==> config.mk <==
export PLATFORM = sky130hd
export DESIGN_NAME = matrix_inv2x2_seq_flat
export DESIGN_NICKNAME = d
export VERILOG_FILES = /design/src/rtl/matrix_inv2x2_if.sv /design/src/rtl/matrix_inv2x2_seq.sv /design/src/flat_wrapper.sv
export SDC_FILE = /design/constraint.sdc
export NUM_CORES = 2
export LEC_CHECK = 0
export CAP_MARGIN = 20
export CORE_MARGIN = 2
export CORE_UTILIZATION = 54
export CTS_CLUSTER_SIZE = 14
export DETAILED_ROUTE_END_ITERATION = 6
export PLACE_DENSITY = 0.75
export REMOVE_ABC_BUFFERS = 1
export SLEW_MARGIN = 20
export SYNTH_ARGS = -nofsm -noshare
export SYNTH_HDL_FRONTEND = slang
export SYNTH_SLANG_ARGS = --single-unit
export TNS_END_PERCENT = 1
==> constraint.sdc <==
create_clock -name clk -period 8.33 [get_ports clk]
set_input_delay 1.666 -clock clk [delete_from_list [all_inputs] [get_ports clk]]
set_output_delay 1.666 -clock clk [all_outputs]
set_load 0.02 [all_outputs]
==> src/rtl/matrix_inv2x2_if.sv <==
// ---------------------------------------------------------------------------
// matrix_inv2x2_if
// Handshake and data bundle for the 2x2 fixed-point matrix inverter.
//   start/ready            request handshake (accept when both high)
//   a_in,b_in,c_in,d_in    input matrix [[a,b],[c,d]], signed Q(FRAC_W)
//   out_valid              one-cycle result strobe
//   i00,i01,i10,i11        inverse elements, signed Q(FRAC_W)
//   singular, sat          result flags (det==0, clipping occurred)
// master: the requester side; slave: the inverter.
// ---------------------------------------------------------------------------
interface matrix_inv2x2_if #(
    parameter int DATA_W = 16
);
    logic                     start;
    logic                     ready;
    logic signed [DATA_W-1:0] a_in;
    logic signed [DATA_W-1:0] b_in;
    logic signed [DATA_W-1:0] c_in;
    logic signed [DATA_W-1:0] d_in;
    logic                     out_valid;
    logic signed [DATA_W-1:0] i00;
    logic signed [DATA_W-1:0] i01;
    logic signed [DATA_W-1:0] i10;
    logic signed [DATA_W-1:0] i11;
    logic                     singular;
    logic                     sat;

    modport master (
        output start, a_in, b_in, c_in, d_in,
        input  ready, out_valid, i00, i01, i10, i11, singular, sat
    );

    modport slave (
        input  start, a_in, b_in, c_in, d_in,
        output ready, out_valid, i00, i01, i10, i11, singular, sat
    );
endinterface

==> src/rtl/matrix_inv2x2_seq.sv <==
// ---------------------------------------------------------------------------
// matrix_inv2x2_seq
// Sequential 2x2 signed fixed-point matrix inverter: inv = adj / det.
// A single restoring divider produces one quotient bit per cycle and is
// reused for the four adjugate elements (d, -b, -c, a).
// Ports:
//   clk   rising-edge clock
//   rst   synchronous active-high reset
//   bus   matrix_inv2x2_if.slave (start/ready, a..d in, out_valid, i00..i11,
//         singular, sat)
// Latency from accept to out_valid: 2 + 4*NUM_W cycles, or 2 when singular.
// ---------------------------------------------------------------------------
module matrix_inv2x2_seq #(
    parameter int DATA_W = 16,
    parameter int FRAC_W = 8
) (
    input  logic           clk,
    input  logic           rst,
    matrix_inv2x2_if.slave bus
);
    localparam int NUM_W = DATA_W + 2 * FRAC_W;
    localparam int DET_W = 2 * DATA_W + 1;
    localparam int CNT_W = $clog2(NUM_W + 1);

    // Quotient limits for the positive and negative output ranges.
    localparam logic [NUM_W-1:0]  POS_LIM  = {{(NUM_W - DATA_W + 1){1'b0}}, {(DATA_W - 1){1'b1}}};
    localparam logic [NUM_W-1:0]  NEG_LIM  = {{(NUM_W - DATA_W){1'b0}}, 1'b1, {(DATA_W - 1){1'b0}}};
    localparam logic [DATA_W-1:0] MAX_OUT  = {1'b0, {(DATA_W - 1){1'b1}}};
    localparam logic [DATA_W-1:0] MIN_OUT  = {1'b1, {(DATA_W - 1){1'b0}}};
    localparam logic [CNT_W-1:0]  LAST_CNT = CNT_W'(NUM_W - 1);

    typedef enum logic [1:0] {
        IDLE = 2'd0,
        DET  = 2'd1,
        DIV  = 2'd2,
        DONE = 2'd3
    } state_t;

    state_t                   state_r;
    logic signed [DATA_W-1:0] a_r, b_r, c_r, d_r;
    logic [DET_W-1:0]         det_mag_r;
    logic                     det_neg_r;
    logic [1:0]               k_r;
    logic [CNT_W-1:0]         cnt_r;
    logic [NUM_W-1:0]         num_r;
    logic [NUM_W-2:0]         quo_r;     // top quotient bit only ever exists in quo_next_s
    logic [DET_W-1:0]         rem_r;
    logic                     neg_r;
    logic signed [DATA_W-1:0] i00_r, i01_r, i10_r, i11_r;
    logic                     singular_r;
    logic                     sat_r;
    logic                     out_valid_r;
    logic                     ready_r;

    logic signed [DET_W-1:0]  det_s;
    logic [1:0]               k_load_s;
    logic signed [DATA_W:0]   adj_s;
    logic [DATA_W:0]          adj_mag_s;
    logic [NUM_W-1:0]         num_load_s;
    logic                     neg_load_s;
    logic [DET_W:0]           rem_shift_s;
    logic [DET_W-1:0]         rem_next_s;
    logic [NUM_W-1:0]         quo_next_s;
    logic [DATA_W-1:0]        elem_s;
    logic                     elem_sat_s;

    function automatic logic signed [DET_W-1:0] sext_det(input logic [DATA_W-1:0] v);
        return $signed({{(DET_W - DATA_W){v[DATA_W-1]}}, v});
    endfunction

    // Full-width determinant a*d - b*c in Q(2*FRAC_W).
    always_comb begin
        det_s = sext_det(a_r) * sext_det(d_r) - sext_det(b_r) * sext_det(c_r);
    end

    // Select the adjugate element to load next and form numerator and result sign.
    // In DET the first element is loaded; in DIV the one after the current k.
    always_comb begin
        k_load_s = (state_r == DIV) ? (k_r + 2'd1) : 2'd0;
        case (k_load_s)
            2'd0:    adj_s = $signed({d_r[DATA_W-1], d_r});
            2'd1:    adj_s = -$signed({b_r[DATA_W-1], b_r});
            2'd2:    adj_s = -$signed({c_r[DATA_W-1], c_r});
            2'd3:    adj_s = $signed({a_r[DATA_W-1], a_r});
            default: adj_s = '0;
        endcase
        if (adj_s[DATA_W]) begin
            adj_mag_s = -adj_s;
        end else begin
            adj_mag_s = adj_s;
        end
        // |adj| never exceeds 2^(DATA_W-1), so DATA_W bits hold it unsigned.
        num_load_s = {adj_mag_s[DATA_W-1:0], {(2 * FRAC_W){1'b0}}};
        if (state_r == DIV) begin
            neg_load_s = adj_s[DATA_W] ^ det_neg_r;
        end else begin
            neg_load_s = adj_s[DATA_W] ^ det_s[DET_W-1];
        end
    end

    // One restoring-division step; remainder stays below the divisor.
    always_comb begin
        rem_shift_s = {rem_r, num_r[NUM_W-1]};
        if (rem_shift_s >= {1'b0, det_mag_r}) begin
            rem_next_s = rem_shift_s[DET_W-1:0] - det_mag_r;
            quo_next_s = {quo_r, 1'b1};
        end else begin
            rem_next_s = rem_shift_s[DET_W-1:0];
            quo_next_s = {quo_r, 1'b0};
        end
    end

    // Apply sign and clip the finished quotient into the DATA_W signed range.
    always_comb begin
        if (neg_r) begin
            if (quo_next_s > NEG_LIM) begin
                elem_s     = MIN_OUT;
                elem_sat_s = 1'b1;
            end else begin
                elem_s     = -quo_next_s[DATA_W-1:0];
                elem_sat_s = 1'b0;
            end
        end else begin
            if (quo_next_s > POS_LIM) begin
                elem_s     = MAX_OUT;
                elem_sat_s = 1'b1;
            end else begin
                elem_s     = quo_next_s[DATA_W-1:0];
                elem_sat_s = 1'b0;
            end
        end
    end

    // Control FSM, datapath registers and registered outputs.
    always_ff @(posedge clk) begin
        if (rst) begin
            state_r     <= IDLE;
            a_r         <= '0;
            b_r         <= '0;
            c_r         <= '0;
            d_r         <= '0;
            det_mag_r   <= '0;
            det_neg_r   <= 1'b0;
            k_r         <= 2'd0;
            cnt_r       <= '0;
            num_r       <= '0;
            quo_r       <= '0;
            rem_r       <= '0;
            neg_r       <= 1'b0;
            i00_r       <= '0;
            i01_r       <= '0;
            i10_r       <= '0;
            i11_r       <= '0;
            singular_r  <= 1'b0;
            sat_r       <= 1'b0;
            out_valid_r <= 1'b0;
            ready_r     <= 1'b1;
        end else begin
            case (state_r)
                IDLE: begin
                    out_valid_r <= 1'b0;
                    if (bus.start && ready_r) begin
                        a_r        <= bus.a_in;
                        b_r        <= bus.b_in;
                        c_r        <= bus.c_in;
                        d_r        <= bus.d_in;
                        singular_r <= 1'b0;
                        sat_r      <= 1'b0;
                        ready_r    <= 1'b0;
                        state_r    <= DET;
                    end else begin
                        ready_r    <= 1'b1;
                    end
                end
                DET: begin
                    if (det_s == '0) begin
                        singular_r <= 1'b1;
                        i00_r      <= '0;
                        i01_r      <= '0;
                        i10_r      <= '0;
                        i11_r      <= '0;
                        state_r    <= DONE;
                    end else begin
                        if (det_s[DET_W-1]) begin
                            det_mag_r <= -det_s;
                        end else begin
                            det_mag_r <= det_s;
                        end
                        det_neg_r <= det_s[DET_W-1];
                        k_r       <= 2'd0;
                        cnt_r     <= '0;
                        num_r     <= num_load_s;
                        neg_r     <= neg_load_s;
                        rem_r     <= '0;
                        quo_r     <= '0;
                        state_r   <= DIV;
                    end
                end
                DIV: begin
                    if (cnt_r == LAST_CNT) begin
                        case (k_r)
                            2'd0:    i00_r <= elem_s;
                            2'd1:    i01_r <= elem_s;
                            2'd2:    i10_r <= elem_s;
                            2'd3:    i11_r <= elem_s;
                            default: begin end
                        endcase
                        sat_r <= sat_r | elem_sat_s;
                        if (k_r == 2'd3) begin
                            state_r <= DONE;
                        end else begin
                            k_r   <= k_r + 2'd1;
                            cnt_r <= '0;
                            num_r <= num_load_s;
                            neg_r <= neg_load_s;
                            rem_r <= '0;
                            quo_r <= '0;
                        end
                    end else begin
                        cnt_r <= cnt_r + CNT_W'(1);
                        num_r <= {num_r[NUM_W-2:0], 1'b0};
                        rem_r <= rem_next_s;
                        quo_r <= quo_next_s[NUM_W-2:0];
                    end
                end
                DONE: begin
                    out_valid_r <= 1'b1;
                    ready_r     <= 1'b1;
                    state_r     <= IDLE;
                end
                default: begin
                    out_valid_r <= 1'b0;
                    ready_r     <= 1'b1;
                    state_r     <= IDLE;
                end
            endcase
        end
    end

    assign bus.ready     = ready_r;
    assign bus.out_valid = out_valid_r;
    assign bus.i00       = i00_r;
    assign bus.i01       = i01_r;
    assign bus.i10       = i10_r;
    assign bus.i11       = i11_r;
    assign bus.singular  = singular_r;
    assign bus.sat       = sat_r;
endmodule
==> src/flat_wrapper.sv <==
// flat-port wrapper written by rule: the top's interface ports become plain ports
module matrix_inv2x2_seq_flat 
#(
    parameter int DATA_W = 16,
    parameter int FRAC_W = 8
)
  (clk, rst, bus_start, bus_a_in, bus_b_in, bus_c_in, bus_d_in, bus_ready, bus_out_valid, bus_i00, bus_i01, bus_i10, bus_i11, bus_singular, bus_sat);
  matrix_inv2x2_if #(.DATA_W(DATA_W)) bus_i ();
  input  logic clk;
  input  logic rst;
  input wire logic [$bits(bus_i.start)-1:0] bus_start;
  input wire logic [$bits(bus_i.a_in)-1:0] bus_a_in;
  input wire logic [$bits(bus_i.b_in)-1:0] bus_b_in;
  input wire logic [$bits(bus_i.c_in)-1:0] bus_c_in;
  input wire logic [$bits(bus_i.d_in)-1:0] bus_d_in;
  output wire logic [$bits(bus_i.ready)-1:0] bus_ready;
  output wire logic [$bits(bus_i.out_valid)-1:0] bus_out_valid;
  output wire logic [$bits(bus_i.i00)-1:0] bus_i00;
  output wire logic [$bits(bus_i.i01)-1:0] bus_i01;
  output wire logic [$bits(bus_i.i10)-1:0] bus_i10;
  output wire logic [$bits(bus_i.i11)-1:0] bus_i11;
  output wire logic [$bits(bus_i.singular)-1:0] bus_singular;
  output wire logic [$bits(bus_i.sat)-1:0] bus_sat;
  assign bus_i.start = bus_start;
  assign bus_i.a_in = bus_a_in;
  assign bus_i.b_in = bus_b_in;
  assign bus_i.c_in = bus_c_in;
  assign bus_i.d_in = bus_d_in;
  assign bus_ready = bus_i.ready;
  assign bus_out_valid = bus_i.out_valid;
  assign bus_i00 = bus_i.i00;
  assign bus_i01 = bus_i.i01;
  assign bus_i10 = bus_i.i10;
  assign bus_i11 = bus_i.i11;
  assign bus_singular = bus_i.singular;
  assign bus_sat = bus_i.sat;
  matrix_inv2x2_seq #(.DATA_W(DATA_W), .FRAC_W(FRAC_W)) u_core (.clk(clk), .rst(rst), .bus(bus_i));
endmodule
# Word level (Yosys, flattened, before mapping)
# Index checks and enable logic that the tools add are counted.
dict set report word_totals {
  reg_bits 273
  input_bits 67
  out_inout_bits 68
  word_cells 142
}
dict set report classes {
  n_addsub 9
  mul 2
  n_lt_le_gt_ge 3
  n_eq_ne 20
  n_mux 63
  bitwise 4
  n_reduce_logical 20
}
# operator n
set op_table {}
lappend op_table {{16-bit two-way mux} 13}
lappend op_table {{33-bit two-way mux} 5}
lappend op_table {{16-bit one-hot mux with 2 select lines} 4}
lappend op_table {{32-bit two-way mux} 3}
lappend op_table {{31-bit two-way mux} 3}
lappend op_table {{17-bit one-hot mux with 4 select lines} 1}
lappend op_table {{33-bit one-hot mux with 2 select lines} 1}
lappend op_table {{33-bit subtractor} 2}
lappend op_table {{16-bit by 16-bit multiplier with 32-bit output} 2}
lappend op_table {{32-bit one-hot mux with 2 select lines} 1}
lappend op_table {{31-bit one-hot mux with 2 select lines} 1}
lappend op_table {{34-bit by 33-bit >= comparator with 1-bit output} 1}
lappend op_table {{16-bit negation with 17-bit output} 2}
lappend op_table {{33-bit zero test} 1}
lappend op_table {{33-bit negation} 1}
lappend op_table {{32-bit by 15-bit greater-than comparator with 1-bit output (second input constant)} 1}
lappend op_table {{32-bit by 16-bit greater-than comparator with 1-bit output (second input constant)} 1}
lappend op_table {{16-bit negation} 2}
lappend op_table {{4-bit AND reduction} 5}
lappend op_table {{6-bit two-way mux} 3}
lappend op_table {{2-bit two-way mux} 7}
lappend op_table {{2-bit inequality test (second input constant)} 7}
lappend op_table {{1-bit two-way mux} 13}
lappend op_table {{2-bit == test (second input constant)} 6}
lappend op_table {{18 further kinds} 35}

# Longest topological paths before layout
dict set report depth {
  depth_word 9
  mapped_depth 41
  mapped_depth_nobuf 37
}

# Worst setup path after synthesis
# Ideal clock, no wire load.
dict set report synth_timing {
  path_kind {flip-flop to flip-flop}
  startpoint {register u_core.b_r[5]}
  endpoint {register u_core.i11_r[2], in the netlist u_core.bus.i11[2]}
  setup_time_ns 0.123
  arrival_time_ns 9.129
  required_time_ns 8.207
  path_slack_ns -0.922
  path_stages_with_launch 37
  path_buffers 4
  synth_period_minus_slack_ns 9.252
  cell_sequence {dfxtp_1 clkbuf_1 clkbuf_1 and2_1 fa_1 inv_1 fa_1 fa_1 fa_1 inv_1 fa_1 inv_1 fa_1 inv_1 ha_1 a21o_1 a21oi_1 nor2_1 a221oi_1 o22ai_1 o41ai_1 o21ai_0 o21a_1 or3_1 o21ai_0 ha_1 buf_1 a21oi_1 o21ai_1 a21boi_0 o21a_1 o211ai_1 nor4_2 a21oi_4 or3_1 buf_6 mux2_1}
}
dict set report synth_between {
  elab_chain_len 5
}
# item line_no
set synth_rtl {}
lappend synth_rtl {{start: declaration} matrix_inv2x2_seq.sv:40} ;# logic signed [DATA_W-1:0] a_r, b_r, c_r, d_r;
lappend synth_rtl {{start signal: assignment} matrix_inv2x2_seq.sv:164} ;# b_r <= bus.b_in;
lappend synth_rtl {{16-bit by 16-bit multiplier with 32-bit output} matrix_inv2x2_seq.sv:73} ;# det_s = sext_det(a_r) * sext_det(d_r) - sext_det(b_r) * sext_det(c_r);
lappend synth_rtl {{33-bit subtractor} matrix_inv2x2_seq.sv:73}
lappend synth_rtl {{33-bit zero test} matrix_inv2x2_seq.sv:176} ;# if (det_s == '0) begin
lappend synth_rtl {{2-bit by 1-bit inequality test with 1-bit output (no line)} -}
lappend synth_rtl {{4-bit AND reduction (no line)} -}
lappend synth_rtl {{end signal: assignment} matrix_inv2x2_seq.sv:205} ;# 2'd3: i11_r <= elem_s;
lappend synth_rtl {{end: declaration} matrix_inv2x2_seq.sv:49} ;# logic signed [DATA_W-1:0] i00_r, i01_r, i10_r, i11_r;
# No other way between the ends.
# A chain may end at the register's enable or synchronous reset.

# Worst setup path after layout
dict set report layout_timing {
  startpoint {register u_core.b_r[5]}
  endpoint {register u_core.quo_r[14]}
}
dict set report layout_between {
  elab_chain_len 5
}
# item line_no
set layout_rtl {}
lappend layout_rtl {{16-bit by 16-bit multiplier with 32-bit output} matrix_inv2x2_seq.sv:73}
lappend layout_rtl {{33-bit subtractor} matrix_inv2x2_seq.sv:73}
lappend layout_rtl {{33-bit zero test} matrix_inv2x2_seq.sv:176}
lappend layout_rtl {{2-bit inequality test (no line)} -}
lappend layout_rtl {{3-bit AND reduction (no line)} -}
lappend layout_rtl {{end signal: assignment} matrix_inv2x2_seq.sv:223} ;# quo_r <= quo_next_s[NUM_W-2:0];
lappend layout_rtl {{end: declaration} matrix_inv2x2_seq.sv:46} ;# logic [NUM_W-2:0] quo_r;
# No other way between the ends.

==> impl_metrics.toml <==
[setup_path]
crit_type = "reg -> reg"
crit_required_ns = 8.84
critPathSlowestCell = "fa_1"
worstSetupEndpointType = "flip-flop"
reg2reg_depth = 37
r2r_start = "u_core.b_r[5]"
slowest_delay_ns = 0.53
r2r_slack_ns = -0.42
reg2reg_to = "u_core.quo_r[14]"
cp_max_fo = 11
cp.arrival_ns = 9.26
start_kind = "flip-flop"
critPathMostFrequentCell = "fa_1"

[cells_and_area]
areaGrowthSynthToFinish_pct = 21.6
fin_util_pct = 66.4
drive_gt1_share_pct = 16.9
fillers = 5366
nNetsFinal = 5678
fin_area_sq_um = 44600

[power_and_ir_drop]
pwr_density_cell_nw_per_um2 = 434
p_leak_nw = 21.1
peakVddDrop_v = 0.000638

[clock_tree]
clockBufferDepth = 3
worst_skew_pair.late_latency_ns = 0.61
clock-sinks = 257
hold_buffers = 0
tritoncts = "done"
numCtsBuffers = 29
clkSlewWorstSetupHoldPaths_ns = 0.06
htree_num_levels = 1
cts_root_buf = "clkbuf_16"

[run_status]
failed_checks = "setup timing"
status = "finished, violations left"

[synth]
async_flop_share_pct = 0
syn_avg_cell_area_sq_um = 8.33
seq_area_frac_synth_pct = 14.0
synth_top_flop_cell = "dfxtp_1"
postSynthCellCount = 4408
synth-seq-cells = 257
yosys_warnings = 0
netlist_area_sq_um = 36700
synth_cell_types = 94
synth_edf_count = 0

[route]
drtIter0Drc = 2579
routed_wirelength_mm = 104
drc_errors = 0
vias = 32200
dr.pass1.iters = 6
wire_per_inst_microns = 18.2
ant_nets = 0
vias_per_cell = 5.61

[die]
rows = 95
ios = 135
dieWidth_microns = 265
die_area_sq_um = 70100
fp.dieH_microns = 265
coreArea_sq_um = 67300
start_util_pct = 54.6

[sta]
setup_ws_ns = -0.419
fmax_mhz = 114
drv_slew = 0
min_period_over_period_pct = 105
finClkSkew_ns = 0.0236
period_needed_ns = 8.75
setup_viol = 188
hold_viol = 0
relSlewSlack_pct = 25.7
worst_pin_slew_ns = 1.10
holdWs_ns = 0.461
rsz0062_at_grt = "true"

[global_routing]
grt_pass1_wl_mm = 166
grt_overflow = 0
gr-usage-all-layers_pct = 29.4
grt_pass1_vias = 32000
grt_max_degree = 101
antenna_found_initial = 5

[flow_run]
maxCapViolations = 0

[worst_hold_path]
min_from = "u_core.num_r[20]"
holdPathEnd = "u_core.num_r[20]"
hold_path_class = "reg -> reg"
min_path_cells = 2

[placed_design]
post-dp-hpwl_mm = 82.7
place_congestion = 0.986
place_area_sq_um = 42000
io_buffer_count = 134
worst max path at each step:
| stage | endpoint | cells after the start | start |
|---|---|---|---|
| 2_1_floorplan | u_core.cnt_r[2] | 33 | u_core.b_r[5] |
| 3_3_place_gp | u_core.quo_r[9] | 37 | u_core.c_r[6] |
| 3_5_place_dp | u_core.quo_r[10] | 36 | u_core.c_r[6] |
| 4_1_cts | u_core.cnt_r[0] | 38 | u_core.c_r[6] |
| 5_1_grt | u_core.quo_r[14] | 37 | u_core.c_r[4] |
| 6_report | u_core.quo_r[14] | 37 | u_core.b_r[5] |
through the flow:
step	total power [mW]	instances	TNS (ns)	worst slack, ns
2_1_floorplan	10.0	4148	-479.57	-4.73
3_3_place_gp	15.5	5646	-118.72	-0.717
3_5_place_dp	15.8	5646	-149.41	-0.918
4_1_cts	17.9	5715	-52.87	-0.405
5_1_grt	20.9	5738	-111.51	-0.714
6_report	19.4	5739	-53.15	-0.419
kinds of logic (layout without fill, tap and decap cells):
family | Yosys count | count (layout) | share of synthesized area (%)
AOI/OAI and AO/OA | 742 | 742 | 13.3
DFF | 257 | 257 | 14.0
muxes | 82 | 82 | 2.25
buffers and inverters | 953 | 1410 | 9.94
other | 0 | 1 | 0
xor gates and xnor gates | 176 | 176 | 4.20
adders and majority gates | 769 | 769 | 37.0
and+or+nand+nor | 1429 | 1429 | 19.3
timing repair:
action | CTS | global route
setup endpoints to repair | 189 | 189
pin swaps | 29 | 114
gates cloned | 2 | 5
resized for setup | 77 | 211
buffers inserted | 13 | 18
cells in the mapped netlist, types with 12 or more instances:
| library cell | instances | area [sq um] |
|---|---|---|
| nor4_1 | 15 | 93.8 |
| xnor2_1 | 113 | 990 |
| o21ai_0 | 96 | 480 |
| mux2i_1 | 77 | 771 |
| or3_1 | 25 | 156 |
| and3_1 | 22 | 138 |
| xor2_1 | 63 | 552 |
| nor2b_1 | 25 | 156 |
| dfxtp_1 | 257 | 5140 |
| a31oi_1 | 28 | 175 |
| inv_1 | 692 | 2600 |
| nor2_1 | 197 | 739 |
| clkbuf_1 | 223 | 837 |
| o31ai_1 | 42 | 315 |
| a21o_1 | 56 | 420 |
| a21oi_1 | 257 | 1290 |
| buf_2 | 15 | 75.1 |
| and2_1 | 258 | 1610 |
| ha_1 | 243 | 3040 |
| o21bai_1 | 22 | 165 |
| nand2b_1 | 99 | 619 |
| o21a_1 | 24 | 180 |
| nand3b_1 | 30 | 225 |
| o211ai_1 | 28 | 210 |
| fa_1 | 526 | 10500 |
| nor3_1 | 57 | 285 |
| a211oi_1 | 42 | 315 |
| nand3_1 | 80 | 400 |
| buf_1 | 12 | 45.0 |
| nand2_1 | 537 | 2020 |
| or2_2 | 13 | 81.3 |
| nand4_1 | 26 | 163 |
layout make-up:
cell class,count,area [sq um],share of cell area (%)
clock buffers,36,792,1.77
flip-flops and latches,257,5220,11.7
well taps,873,1090,2.45
diodes,1,2.50,0.00561
repair buffers,663,5760,12.9
inverters,693,2600,5.83
clock inverters,18,315,0.706
multi-input cells,3198,28900,64.6
where the power goes:
part	switching (mW)	leakage, nW	internal [mW]
logic	8.61	18.4	7.64
clock network	0.584	0.522	0.900
registers	0.216	2.11	1.40
total	9.41	21.1	9.94
routing by layer:
metal  wire length [microns]  track usage [%]  up-vias
met4                    3180             8.05        6
met5                      37                0        -
met2                   49800             49.5     1168
li1                        -                -    15100
met1                   43200             40.0    15700
met3                    7980             3.77      186
registers in the layout, summed over array words and instances, names as in the netlist, 2 cells and up:
| signal | count |
|---|---|
| u_core.bus.i11 | 16 |
| u_core.cnt_r | 6 |
| u_core.k_r | 2 |
| u_core.d_r | 16 |
| u_core.num_r | 16 |
| u_core.quo_r | 31 |
| u_core.rem_r | 33 |
| u_core.state_r | 2 |
| u_core.bus.i10 | 16 |
| u_core.det_mag_r | 33 |
| u_core.bus.i00 | 16 |
| u_core.bus.i01 | 16 |
| u_core.b_r | 16 |
| u_core.a_r | 16 |
| u_core.c_r | 16 |
placed cells by master, fill, tap and decap left out, drive strengths merged, types with 42 or more instances in the layout:
| cell type | instances |
|---|---|
| xnor2 | 113 |
| buf | 525 |
| mux2i | 77 |
| a211oi | 49 |
| ha | 243 |
| nor3 | 57 |
| o21ai | 105 |
| xor2 | 63 |
| nand2 | 537 |
| a21oi | 258 |
| nor2 | 197 |
| o31ai | 42 |
| inv | 693 |
| nand3 | 80 |
| dfxtp | 257 |
| fa | 526 |
| nand2b | 99 |
| clkdlybuf4s50 | 133 |
| and2 | 259 |
| a21o | 56 |
worst max-delay path, delay by kind of cell (launching register included):
| kind | cells | cell delay (ns) |
|---|---|---|
| flip-flops | 1 | 0.34 |
| adder cells (fa/ha/maj) | 8 | 3.50 |
| AO/OA/AOI/OAI | 14 | 2.75 |
| XOR/XNOR | 1 | 0.22 |
| buffers and inverters | 9 | 0.94 |
| AND/OR/NAND/NOR | 5 | 0.88 |
No activity file was read; power rests on OpenSTA's default activity.
